$ cat config.mk
export PLATFORM = sky130hd
export DESIGN_NAME = countdown_display_scan
export DESIGN_NICKNAME = d
export VERILOG_FILES = /design/src/rtl/traffic_disp_pkg.sv /design/src/rtl/bin5_to_bcd.sv /design/src/rtl/countdown_display_scan.sv
export SDC_FILE = /design/constraint.sdc
export NUM_CORES = 1
export LEC_CHECK = 0
export ABC_AREA = 1
export CORE_MARGIN = 3
export CORE_UTILIZATION = 30
export CTS_BUF_LIST = sky130_fd_sc_hd__clkbuf_2
export CTS_CLUSTER_DIAMETER = 100
export DETAILED_ROUTE_END_ITERATION = 10
export SLEW_MARGIN = 25
export SYNTH_ARGS = -nofsm -noshare
export SYNTH_HDL_FRONTEND = slang
export SYNTH_SLANG_ARGS = --single-unit
$ cat constraint.sdc
create_clock -name CLK -period 10.6 [get_ports CLK]
set_input_delay 1.06 -clock CLK [delete_from_list [all_inputs] [get_ports CLK]]
set_output_delay 1.06 -clock CLK [all_outputs]
set_load 0.05 [all_outputs]
$ cat src/rtl/traffic_disp_pkg.sv
// Shared constants for the traffic-light countdown display:
// segment codes {g..a} active-low, slot indices, anode-off pattern.
package traffic_disp_pkg;

  localparam logic [6:0] SEG_0     = 7'h40;
  localparam logic [6:0] SEG_1     = 7'h79;
  localparam logic [6:0] SEG_2     = 7'h24;
  localparam logic [6:0] SEG_3     = 7'h30;
  localparam logic [6:0] SEG_4     = 7'h19;
  localparam logic [6:0] SEG_5     = 7'h12;
  localparam logic [6:0] SEG_6     = 7'h02;
  localparam logic [6:0] SEG_7     = 7'h78;
  localparam logic [6:0] SEG_8     = 7'h00;
  localparam logic [6:0] SEG_9     = 7'h10;
  localparam logic [6:0] SEG_BLANK = 7'h7F;

  localparam logic [3:0] AN_OFF = 4'b1111;

  typedef enum logic [1:0] {
    SLOT_T1_ONES = 2'd0,
    SLOT_T1_TENS = 2'd1,
    SLOT_T2_ONES = 2'd2,
    SLOT_T2_TENS = 2'd3
  } slot_e;

  function automatic logic [6:0] seg_of(
    input logic [3:0] d
  );
    logic [6:0] s;
    case (d)
      4'd0:    s = SEG_0;
      4'd1:    s = SEG_1;
      4'd2:    s = SEG_2;
      4'd3:    s = SEG_3;
      4'd4:    s = SEG_4;
      4'd5:    s = SEG_5;
      4'd6:    s = SEG_6;
      4'd7:    s = SEG_7;
      4'd8:    s = SEG_8;
      4'd9:    s = SEG_9;
      default: s = SEG_BLANK;
    endcase
    return s;
  endfunction

endpackage

$ cat src/rtl/bin5_to_bcd.sv
// 5-bit binary (0..31) to two BCD digits, combinational.
// Ports: v in 5, tens out 2 (0..3), ones out 4 (0..9).
module bin5_to_bcd (
  input  logic [4:0] v,
  output logic [1:0] tens,
  output logic [3:0] ones
);

  logic [4:0] sub;
  logic [4:0] rem;

  always_comb begin
    tens = 2'd0;
    sub  = 5'd0;
    if (v >= 5'd30) begin
      tens = 2'd3;
      sub  = 5'd30;
    end else if (v >= 5'd20) begin
      tens = 2'd2;
      sub  = 5'd20;
    end else if (v >= 5'd10) begin
      tens = 2'd1;
      sub  = 5'd10;
    end
  end

  assign rem  = v - sub;
  assign ones = rem[3:0];

endmodule

$ cat src/rtl/countdown_display_scan.sv
// 4-digit multiplexed display of the two road countdowns, with
// yellow-lamp blink. Ports: CLK, RET(async high), T1/T2 (5b),
// MY/CY, SEG (7b, active-low), DP (active-low, off), AN (4b).
module countdown_display_scan
  import traffic_disp_pkg::*;
#(
  parameter int SCAN_DIV     = 50000,
  parameter int DEAD_CYC     = 16,
  parameter int BLINK_FRAMES = 64
) (
  input  logic       CLK,
  input  logic       RET,
  input  logic [4:0] T1,
  input  logic [4:0] T2,
  input  logic       MY,
  input  logic       CY,
  output logic [6:0] SEG,
  output logic       DP,
  output logic [3:0] AN
);

  localparam int CW = $clog2(SCAN_DIV);
  localparam int FW =
    (BLINK_FRAMES > 1) ? $clog2(BLINK_FRAMES) : 1;

  logic [CW-1:0] cnt, cnt_n;
  logic [1:0]    slot, slot_n;
  logic [FW-1:0] fcnt, fcnt_n;
  logic          phase_on, phase_n;
  logic          first;
  logic [4:0]    sh_t1, sh_t2, t1_n, t2_n;
  logic          sh_my, sh_cy, my_n, cy_n;

  logic tick, frame_end, cap, fwrap, blink;
  logic [1:0] t1_tens, t2_tens;
  logic [3:0] t1_ones, t2_ones;
  logic [6:0] dig_seg;
  logic [3:0] an_n;

  assign tick      = (cnt == CW'(SCAN_DIV - 1));
  assign frame_end = tick && (slot == 2'd3);
  // first tick after reset also loads the shadows
  assign cap       = tick && (frame_end || first);
  assign fwrap     =
    frame_end && (fcnt == FW'(BLINK_FRAMES - 1));

  assign cnt_n  = tick ? '0 : cnt + 1'b1;
  assign slot_n = tick ? slot + 2'd1 : slot;
  assign fcnt_n = frame_end
                ? (fwrap ? '0 : fcnt + 1'b1)
                : fcnt;
  assign phase_n = fwrap ? ~phase_on : phase_on;

  assign t1_n = cap ? T1 : sh_t1;
  assign t2_n = cap ? T2 : sh_t2;
  assign my_n = cap ? MY : sh_my;
  assign cy_n = cap ? CY : sh_cy;

  // decode from next-state values so the new frame sees
  // the fresh shadows and phase together
  bin5_to_bcd u_bcd1 (
    .v    (t1_n),
    .tens (t1_tens),
    .ones (t1_ones)
  );

  bin5_to_bcd u_bcd2 (
    .v    (t2_n),
    .tens (t2_tens),
    .ones (t2_ones)
  );

  assign blink = ~phase_n & (slot_n[1] ? cy_n : my_n);

  always_comb begin
    dig_seg = SEG_BLANK;
    unique case (slot_e'(slot_n))
      SLOT_T1_ONES: dig_seg = seg_of(t1_ones);
      SLOT_T1_TENS: dig_seg = (t1_tens == 2'd0)
                            ? SEG_BLANK
                            : seg_of({2'b00, t1_tens});
      SLOT_T2_ONES: dig_seg = seg_of(t2_ones);
      SLOT_T2_TENS: dig_seg = (t2_tens == 2'd0)
                            ? SEG_BLANK
                            : seg_of({2'b00, t2_tens});
      default:      dig_seg = SEG_BLANK;
    endcase
    if (blink) dig_seg = SEG_BLANK;
  end

  always_comb begin
    an_n = AN_OFF;
    if (cnt_n >= CW'(DEAD_CYC))
      an_n = ~(4'b0001 << slot_n);
  end

  always_ff @(posedge CLK or posedge RET) begin
    if (RET) begin
      cnt      <= '0;
      slot     <= 2'd0;
      fcnt     <= '0;
      phase_on <= 1'b1;
      first    <= 1'b1;
      sh_t1    <= 5'd0;
      sh_t2    <= 5'd0;
      sh_my    <= 1'b0;
      sh_cy    <= 1'b0;
      SEG      <= SEG_BLANK;
      DP       <= 1'b1;
      AN       <= AN_OFF;
    end else begin
      cnt      <= cnt_n;
      slot     <= slot_n;
      fcnt     <= fcnt_n;
      phase_on <= phase_n;
      first    <= first & ~tick;
      sh_t1    <= t1_n;
      sh_t2    <= t2_n;
      sh_my    <= my_n;
      sh_cy    <= cy_n;
      DP       <= 1'b1;
      AN       <= an_n;
      if (tick) SEG <= dig_seg;
    end
  end

endmodule

==> flow_summary.toml <==
[grt]
grt-ovfl-total = 0
grt_usage_pct = 12.4
grt_max_degree = 50
grt_pass1_vias = 2847
grt_pass1_wl_um = 12900
antenna_found_initial = 1

[final_layout]
stdcell_area_um2 = 3830
fillers = 1200
area_growth_pct = 12.8
multi_input_area_um2 = 1850
nets = 509
regArea_um2 = 1240
final_layout_size_suffix_gt1_share_pct = 16.9
fin_cells = 620

[yosys]
ys_seq_area_share_pct = 36.6
avgSynthCellArea_um2 = 7.53
synth_area_leaders = "dfrtp_1 (27%), nand2_1 (13%), dfstp_2 (10%)"
synth_top_cell_by_area = "dfrtp_1"
ys_top_cells_by_count = "nand2_1 (116), inv_1 (63), nor2_1 (45), nand3_1 (39), dfrtp_1 (36)"
yosysUniqueCellTypes = 39
yosysTopAreaCellShare_pct = 26.5
synthArstFlopShare_pct = 100
synth_area_um2 = 3400
synth.most_common_cell = "nand2_1"
synth-edff-count = 0
ys_seq_elements = 49
syn_nets = 482
netlist_instances = 451
yosys_warnings = 0
ys.flop_type = "dfrtp_1"

[hold_path]
min_path_cells = 1
worstHoldStart = "cnt[0]"
hold_class = "reg2reg"
whs_endpoint = "cnt[0]"

[flow_run]
cap_violations = 0

[route]
antenna_left = 0
routed_wl_um = 7480
via_count = 2893
drt_iter0_markers = 136
post_drt_wl_per_cell_um = 12.1
viasPerCell = 4.67
drt_pass1_iterations = 4
drc = 0

[die]
fp.dieH_um = 112
start_util_pct = 31.1
rows = 38
io_pins = 26
core_area_um2 = 10900
dieArea_um2 = 12600
die_w_um = 112

[clocking]
cts_buffers = 5
clk_pin_slew_ps = 250
cts_hold_buf = 0
cts_num_sinks = 49
cts_setup_buffers = 0
cts_tree = "built"
ctsResizeCount = 0
cts_buffer_depth = 2
ctsRootBufferMaster = "clkbuf_2"
cts_max_level = 2
clk_latency_ps = 430

[worst_setup_path]
rr_worst_depth = 20
cp_data_required_time_ps = 10990
reg2reg_to = "SEG[0]"
cp_data_arrival_time_ps = 4290
start_kind = "register"
path_class = "reg2reg"
timing.rr.start = "cnt[0]"
crit_fanout = 11
reg2reg_setup_slack_ps = 6700
cp-end-kind = "register"

[pwr]
finalPower_mw = 0.282
p_int_mw = 0.212
seqPwrFrac_pct = 66.7
power_leakage_nw = 1.99
p_switching_mw = 0.0700
swShare_pct = 24.9
powerDensity_nw_per_um2 = 73.4
pwr-share-clk_pct = 28.4
p_comb_share_pct = 4.9
peakVddDrop_mv = 0.0386

[placed_design]
dp_cells = 611
hpwl_um = 5860
gp_congestion = 0.835
port_buffers = 24
placed_area_um2 = 3790

[sta]
slew_viol_final = 0
report.final.hold_viol_count = 0
fin_worst_skew_ps = 20.3
clock.fmax_ghz = 0.257
finalSetupViolCount = 0
final.period_utilization_pct = 36.7
setup-tns-final_ps = 0
min_period_ps = 3900
rsz0062_at_grt = "no"
tightest_slew_ps = 629
slew_headroom_pct = 58.1

[run_status]
status = "complete, no violations"
[through the flow]
stage	util, %	setup WS (ps)	hold WS, ps
after detailed placement	34.7	6700	459
after CTS	35.0	6770	489
after global placement	34.6	6840	455
final	35.1	6700	482
after global routing	35.1	6440	536
after floorplan	-	7250	433
[flip-flops by register name (all words and copies together), names as in the netlist]
| name | flops |
|---|---|
| AN | 4 |
| SEG | 7 |
| cnt | 16 |
| fcnt | 6 |
| first | 1 |
| phase_on | 1 |
| sh_cy | 1 |
| sh_my | 1 |
| sh_t1 | 5 |
| sh_t2 | 5 |
| slot | 2 |
[routing by layer]
| metal | GRT usage (%) | part of all wire (%) | up-vias |
|---|---|---|---|
| li1 | - | - | 1480 |
| met2 | 22.2 | 51 | 45 |
| met3 | 1.29 | 2.6 | 13 |
| met5 | 0 | 0 | - |
| met1 | 15.4 | 44 | 1355 |
| met4 | 4.41 | 2.0 | 0 |
[cell usage in the layout (no fill, tap or decap), types with 2 or more instances in the layout]
cell,synthesis,layout
or2_2,3,3
o21ai_1,2,2
nor2_2,6,6
o21bai_1,2,2
nand2_4,3,3
nand3_2,7,7
nand2_1,116,116
o21ai_0,15,15
nor3_1,5,5
nand4_1,16,16
fa_1,2,2
nor2_4,4,4
xor2_1,3,3
ha_1,15,15
dfstp_2,13,13
nand2_2,15,15
nand3_1,39,39
inv_1,63,62
clkdlybuf4s50_1,0,24
inv_2,9,9
clkbuf_2,0,7
o21ai_4,4,4
nand3_4,4,4
xnor2_1,2,2
a21oi_1,7,7
dfrtp_1,36,36
nor2_1,45,45
[power groups by stage]
stage	registers (mW)	logic [mW]	clock network (mW)
after floorplan	0.191	0.00700	0
after global placement	0.191	0.0139	0
after detailed placement	0.191	0.0141	0
after CTS	0.188	0.0142	0.0837
after global routing	0.188	0.0156	0.0910
final	0.188	0.0137	0.0799
[worst max-delay path by stage]
stage,end,start,cells after the start,slack (ps)
finish,SEG[0],cnt[0],20,6700
global route,SEG[0],cnt[0],22,6440
CTS,SEG[0],cnt[0],20,6770
detailed placement,SEG[0],T2[4],18,6700
global placement,SEG[0],T2[4],18,6840
floorplan,SEG[0],slot[0],23,7250
[area by class of cell]
cell class / count / area share (%)
multi-input combinational: 325 / 48.4
antenna: 1 / 0.0653
clock buffer: 7 / 0.914
inverter: 73 / 7.24
tap: 140 / 4.57
sequential: 49 / 32.4
clock inverter: 1 / 0.196
timing repair buffer: 24 / 6.26
[worst max-delay path: stages, from the launching register on]
cell and delay [ps]:
dfrtp_1 430, ha_1 220, nand3_2 180, nor2_4 230, nand3_2 320, o21ai_4 340
nand2_1 90, nand2_1 70, nand2_1 70, nand2_1 90, nand2_1 60, ha_1 200
fa_1 650, inv_1 120, or2_2 300, o21ai_0 80, nand3_1 90, nand3_1 90
nand2_1 50, nor2_1 130, nor2_1 60
[cells by family after synthesis]
family | synth area share [%]
AOI/OAI and AO/OA | 6.81
xor gates and xnor gates | 1.29
and+or+nand+nor | 39.7
DFF | 36.6
adders and majority gates | 6.70
buffers and inverters | 8.87
other | 0.110
Note: power is estimated with default switching activity, not from simulation.
